[config.mk]
export PLATFORM = sky130hd
export DESIGN_NAME = song_reader
export DESIGN_NICKNAME = d
export VERILOG_FILES = /design/src/rtl/music_pkg.sv /design/src/rtl/song_reader.sv
export SDC_FILE = /design/constraint.sdc
export NUM_CORES = 1
export LEC_CHECK = 0
export CELL_PAD_IN_SITES_DETAIL_PLACEMENT = 1
export CELL_PAD_IN_SITES_GLOBAL_PLACEMENT = 1
export CORE_ASPECT_RATIO = 0.7
export CORE_UTILIZATION = 34
export CTS_BUF_LIST = sky130_fd_sc_hd__clkbuf_2
export DETAILED_ROUTE_END_ITERATION = 8
export PLACE_DENSITY_LB_ADDON = 0.1
export SYNTH_ARGS = -nofsm -noshare
export SYNTH_HDL_FRONTEND = slang
export SYNTH_SLANG_ARGS = --single-unit
[constraint.sdc]
create_clock -name clk -period 2.5 [get_ports clk]
set_input_delay 0.25 -clock clk [delete_from_list [all_inputs] [get_ports clk]]
set_output_delay 0.25 -clock clk [all_outputs]
set_load 0.1 [all_outputs]
[src/rtl/music_pkg.sv]
// Shared definitions for the song reader: reader FSM state encoding and
// field widths of the song ROM word {note, duration}.
package music_pkg;

  localparam int NOTE_W     = 6;
  localparam int DUR_W      = 6;
  localparam int ROM_ADDR_W = 7;
  localparam int SONG_LEN   = 32;

  typedef enum logic [2:0] {
    IDLE    = 3'd0,
    FETCH   = 3'd1,
    LATCH   = 3'd2,
    NOTIFY  = 3'd3,
    WAIT    = 3'd4,
    ADVANCE = 3'd5
  } state_t;

  // A zero duration marks the end of a song in the ROM.
  function automatic logic is_end_marker(input logic [DUR_W-1:0] dur);
    return dur == '0;
  endfunction

endpackage

[src/rtl/song_reader.sv]
// Song reader: walks the song ROM one note at a time, hands each note and
// duration to the note player with a new_note pulse, and waits for the
// player's note_done before moving to the next entry.
// Optional feature: define SONG_LOOP_EN to restart the song from index 0
// at end-of-song instead of returning to IDLE.
module song_reader
  import music_pkg::*;
#(
  parameter int SONG_W = 2,
  parameter int IDX_W  = 5
) (
  input  logic                     clk,
  input  logic                     reset,
  input  logic                     play,
  input  logic [SONG_W-1:0]        song,
  input  logic                     note_done,
  output logic [SONG_W+IDX_W-1:0]  rom_addr,
  input  logic [NOTE_W+DUR_W-1:0]  rom_dout,
  output logic [NOTE_W-1:0]        note,
  output logic [DUR_W-1:0]         duration,
  output logic                     new_note,
  output logic                     song_done
);

  localparam logic [IDX_W-1:0] IDX_ONE = {{(IDX_W-1){1'b0}}, 1'b1};

  state_t              state, state_nxt;
  logic [IDX_W-1:0]    idx, idx_nxt;
  logic [SONG_W-1:0]   song_q, song_q_nxt;
  logic                song_chg;
  logic                latch_en;
  logic                end_song;
  state_t              end_state;

  // A different song select aborts whatever is in progress (IDLE just
  // captures the select when play starts).
  assign song_chg = (state != IDLE) && (song != song_q);

`ifdef SONG_LOOP_EN
  assign end_state = play ? FETCH : IDLE;
`else
  assign end_state = IDLE;
`endif

  // State, index and song-select registers.
  always_ff @(posedge clk) begin
    if (reset) begin
      state  <= IDLE;
      idx    <= '0;
      song_q <= '0;
    end else begin
      state  <= state_nxt;
      idx    <= idx_nxt;
      song_q <= song_q_nxt;
    end
  end

  // Note/duration capture; ROM data for {song_q, idx} is present in LATCH.
  always_ff @(posedge clk) begin
    if (reset) begin
      note     <= '0;
      duration <= '0;
    end else if (latch_en) begin
      note     <= rom_dout[NOTE_W+DUR_W-1:DUR_W];
      duration <= rom_dout[DUR_W-1:0];
    end
  end

  // Next-state and register-update decisions; song change wins over all.
  always_comb begin
    state_nxt  = state;
    idx_nxt    = idx;
    song_q_nxt = song_q;
    latch_en   = 1'b0;
    end_song   = 1'b0;
    if (song_chg) begin
      song_q_nxt = song;
      idx_nxt    = '0;
      state_nxt  = play ? FETCH : IDLE;
    end else begin
      unique case (state)
        IDLE: begin
          if (play) begin
            song_q_nxt = song;
            idx_nxt    = '0;
            state_nxt  = FETCH;
          end
        end
        FETCH: begin
          if (play) state_nxt = LATCH;
        end
        LATCH: begin
          latch_en = 1'b1;
          if (is_end_marker(rom_dout[DUR_W-1:0])) begin
            end_song  = 1'b1;
            idx_nxt   = '0;
            state_nxt = end_state;
          end else begin
            state_nxt = NOTIFY;
          end
        end
        NOTIFY: state_nxt = WAIT;
        WAIT: begin
          if (note_done) state_nxt = ADVANCE;
        end
        ADVANCE: begin
          // Index moves exactly once, when the reader leaves ADVANCE;
          // pausing here holds the finished note's index.
          if (&idx) begin
            end_song  = 1'b1;
            idx_nxt   = '0;
            state_nxt = end_state;
          end else if (play) begin
            idx_nxt   = idx + IDX_ONE;
            state_nxt = FETCH;
          end
        end
        default: state_nxt = IDLE;
      endcase
    end
  end

  // Outputs: a note aborted by a song change never gets its pulse.
  always_comb begin
    rom_addr  = {song_q, idx};
    new_note  = (state == NOTIFY) && !song_chg;
    song_done = end_song;
  end

endmodule

# Word level (Yosys, flattened, before mapping)
# Cells that the tools add are included.
# W data, S select, Z words.
[totals] output_inout_bits=21 in_bits=18 regBits=22 word_cells=53
[classes] reduce_logical=14 mux=22 n_eq_ne=11 add_sub_neg=1
[ops] op="$mux W5" n=4
[ops] op="$pmux W3 S6" n=1
[ops] op="$mux W3" n=5
[ops] op="$pmux W5 S3" n=1
[ops] op="$ne A3 B3 Y1 const B" n=3
[ops] op="$mux W2" n=4
[ops] op="$eq A3 B2 Y1 const B" n=2
[ops] op="$eq A3 B3 Y1 const B" n=2
[ops] op="$logic_not A6 Y1" n=1
[ops] op="$mux W1" n=6
[ops] op="$reduce_bool A3 Y1" n=2
[ops] op="$add A5 B1 Y5 const B" n=1
[ops] op="$reduce_and A5 Y1" n=1
[ops] op="$ne A2 B2 Y1 const B" n=2
[ops] op="$reduce_and A2 Y1" n=2
[ops] op="$reduce_and A4 Y1" n=1
[ops] op="$reduce_bool A2 Y1" n=2
[ops] op="$eq A3 B1 Y1 const B" n=1
[ops] op="$logic_not A3 Y1" n=1
[ops] op="$logic_and A1 B1 Y1" n=2
[ops] op="$ne A2 B2 Y1" n=1
[ops] op="$pmux W1 S2" n=1
[ops] op="$reduce_or A2 Y1" n=1
[ops] op="$logic_not A1 Y1" n=1

# Longest topological paths before layout
[logic_depth] word_depth=4 ltp_mapped=8 ltp_nobuf=8

# Worst setup path after synthesis
# No wires, ideal clock.
[synth_timing] kind="reg-to-output" startpoint="register idx[0]" endpoint="output song_done" setup_slack_ps=-1456 path_buffers=0 t_arrival_ps=3706 path_stages_with_launch=6 t_required_ps=2250 path_cell_list="dfxtp_1 -> ha_1 -> and3_1 -> ha_1 -> a22oi_1 -> nor3_1"
[synth_between] elab_chain_len=4
[synth_lines] item="start, declared" line="song_reader.sv:28" text="logic [IDX_W-1:0] idx, idx_nxt;"
[synth_lines] item="start signal, assigned" line="song_reader.sv:53" text="idx <= idx_nxt;"
[synth_lines] item="$reduce_and A5 Y1" line="song_reader.sv:109" text="if (&idx) begin"
[synth_lines] item="$mux W1" line="song_reader.sv:109"
[synth_lines] item="$pmux W1 S2" line="song_reader.sv:81" text="unique case (state)"
[synth_lines] item="$mux W1" line="song_reader.sv:76" text="if (song_chg) begin"
[synth_lines] item="end, declared" line="song_reader.sv:22" text="output logic song_done"
# No other way between the ends.

# Worst setup path in the final report
[layout_timing] startpoint="input rom_dout[2]" endpoint="output song_done"
[layout_between] elab_chain_len=4
[layout_lines] item="start, declared" line="song_reader.sv:18" text="input logic [NOTE_W+DUR_W-1:0] rom_dout,"
[layout_lines] item="$logic_not A6 Y1" line="music_pkg.sv:21" text="return dur == '0;"
[layout_lines] item="$mux W1" line="song_reader.sv:94" text="if (is_end_marker(rom_dout[DUR_W-1:0])) begin"
[layout_lines] item="$pmux W1 S2" line="song_reader.sv:81"
[layout_lines] item="$mux W1" line="song_reader.sv:76"
# No other way between the ends.

==> flow_summary.json <==
{
  "routabilityCongestion": 0.833,
  "synthArstFlopShare": 0,
  "yosys.cell_types.count": 39,
  "fp.coreArea_sq_um": 3150,
  "maxCapViolations": 0,
  "fmax_mhz": 443,
  "syn_nets": 147,
  "finClkSkew_ns": 0.00663,
  "yosys_warnings": 0,
  "ios": 39,
  "synthCells": 126,
  "synth_common_cells": "dfxtp_1, nor2_1, a21oi_1, mux2i_1, nand3_1",
  "htree_levels": 1,
  "holdPathStages": 3,
  "row_count": 17,
  "pwr-share-clk": 0.203,
  "start_util": 0.358,
  "diodes": 0,
  "yosys.area.top_type": "dfxtp_1",
  "swShare": 0.349,
  "rsz0062_at_grt": "false",
  "cts_root_buffer": "clkbuf_2",
  "worstSetupEndpointType": "output port",
  "violations": "design-rule violations",
  "antenna_found_initial": 0,
  "grt_use_total": 0.188,
  "critical_path.startpoint": "rom_dout[2]",
  "path_class": "input port to output port",
  "leakage_nw": 0.676,
  "path_cells": "clkdlybuf4s50_1 -> or4_4 -> nor3_4 -> a22oi_1 -> nor3_4 -> buf_12",
  "layout-drive-gt1-share": 0.242,
  "whs_endpoint": "note[4]",
  "wirelength_mm": 3.11,
  "cts_buffers": 3,
  "fp.dieArea_sq_um": 3550,
  "crit_top_cell": "nor3_4",
  "grt_first_pass_wirelength_mm": 5.25,
  "grt_overflow": 0,
  "yosysMostFrequentCell": "dfxtp_1",
  "cts_resized": 0,
  "synthDominantCellAreaShare": 0.391,
  "avgViaCountPerCell": 5.24,
  "peakVddDrop_mv": 0.317,
  "area_delta_synth_final_pct": 37.9,
  "detail-route-antenna-nets": 0,
  "status": "complete, but fails checks",
  "netlist_top_cells_area": "dfxtp_1, mux2i_1, a21oi_1",
  "hold_viol": 0,
  "first_iter_violations": 30,
  "clock_path_buffers": 2,
  "p_switching_mw": 0.255,
  "max_slew_margin": 0.639,
  "synth_area_sq_um": 1130,
  "fin_nets": 187,
  "timing.final.crit_share": 0.904,
  "p_int_mw": 0.476,
  "synth-seq-area-share": 0.391,
  "grt_pass1_vias": 1118,
  "setup_viol_count_final": 0,
  "hpwl_mm": 2.39,
  "cts.reportedPaths.clkPinSlew_ns": 0.22,
  "cts_setup_buffers": 0,
  "seqPwrFrac": 0.525,
  "synth.avg_cell_area_sq_um": 8.94,
  "ys_ff_latch": 22,
  "cpMaxStageDelayCell": "or4_4",
  "cts_tree": "yes",
  "min_from": "rom_dout[10]",
  "die_w_um": 70.8,
  "power.total_mw": 0.731,
  "combPwrFrac": 0.272,
  "hold_ws_ns": 0.451,
  "routed-via-count": 1063,
  "r2r-start": "idx[0]",
  "cp_max_fo": 4,
  "rr_worst_depth": 8,
  "clock_insertion_delay_worst_skew_ns": 0.34,
  "grt_max_degree": 17,
  "hp-class": "input port to register",
  "first_pass_iters": 8,
  "post-route-min-period_ns": 2.26,
  "io_buffers": 38,
  "cts_sinks": 22,
  "cp.arrival_ns": 2.01,
  "die_y_um": 50.2,
  "finalInstanceArea_sq_um": 1550,
  "placed_cell_area_sq_um": 1530,
  "power_per_cell_area_nw_per_um2": 471,
  "r2r_slack_ns": 0.34,
  "drc_errors": 8,
  "wl_per_cell_um": 15.3,
  "start_kind": "input port",
  "rr_endpoint": "idx[1]",
  "worstPathRequired_ns": 2.25,
  "synth-main-ff-cell": "dfxtp_1",
  "worst_pin_slew_ns": 0.536,
  "synth_enable_flop_cells": 0,
  "worst_path_largest_cell_delay_ns": 0.56,
  "holdBufCountCts": 0,
  "slew_violations": 0,
  "fill_cells": 368
}
worst max-delay path by stage:
stage	to	slack [ns]	depth (start not counted)
finish	song_done	0.24	6
global route	song_done	0.07	4
CTS	song_done	0.21	4
detailed placement	idx[2]	0.12	6
global placement	idx[3]	0.16	6
floorplan	song_done	-0.01	4
state kept, by name (all words and copies together) (netlist names):
signal and count:
duration 6, idx 5, state 3, note 6
song_q 2
placed cells by master, fill, tap and decap left out, types with 2 or more instances in the layout:
cell type,instances
nor2_1,14
and2_1,2
nor3_4,3
nor3_1,3
o21ai_0,5
clkbuf_2,3
ha_1,3
buf_12,2
nand3_1,9
dfxtp_2,2
inv_1,2
a21oi_1,13
nand2_1,8
xor2_1,2
dfxtp_1,20
buf_4,23
mux2i_1,10
clkdlybuf4s50_1,17
worst max-delay path: cells and delay by family:
kind,cells,cell delay [ns]
buffers and inverters,2,0.63
AOI/OAI and AO/OA,1,0.17
and+or+nand+nor,3,0.95
layer usage:
metal / track usage / vias up / wire length (um) / share of wire
li1: - / 532 / - / -
met1: 0.239 / 499 / 1450 / 0.47
met2: 0.321 / 28 / 1490 / 0.48
met3: 0.0522 / 4 / 145 / 0.047
met4: 0.0367 / 0 / 25 / 0.0080
met5: 0 / - / 0 / 0
power groups by stage:
stage / logic (mW) / clock network (mW) / registers (mW)
3_3_place_gp: 0.195 / 0 / 0.389
5_1_grt: 0.213 / 0.170 / 0.387
6_report: 0.199 / 0.148 / 0.384
2_1_floorplan: 0.102 / 0 / 0.421
4_1_cts: 0.202 / 0.160 / 0.384
3_5_place_dp: 0.201 / 0 / 0.390
kinds of logic after synthesis:
logic type	Yosys count	synth area share
flops	22	0.391
fa+ha+maj	3	0.0333
xor+xnor	2	0.0156
compound gates	27	0.151
mux	11	0.0989
simple gates	52	0.261
buf+inv	9	0.0489
per-stage QoR:
stage,worst slack (ns),cells,TNS (ns),util
2_1_floorplan,-0.0112,126,-0.0112,-
3_3_place_gp,0.161,199,0,0.487
3_5_place_dp,0.123,199,0,0.487
4_1_cts,0.208,203,0,0.493
5_1_grt,0.0739,203,0,0.493
6_report,0.241,203,0,0.493
cell type report:
type                    count  area, sq um  share of cell area
clock buffers               3         15.0             0.00967
clock inverters             1         3.75             0.00242
inverters                   2         7.51             0.00483
multi-input cells          95          653               0.421
flip-flops and latches     22          443               0.285
well taps                  38         47.5              0.0306
repair buffers             42          383               0.247
Note: power is estimated with default switching activity, not from simulation.
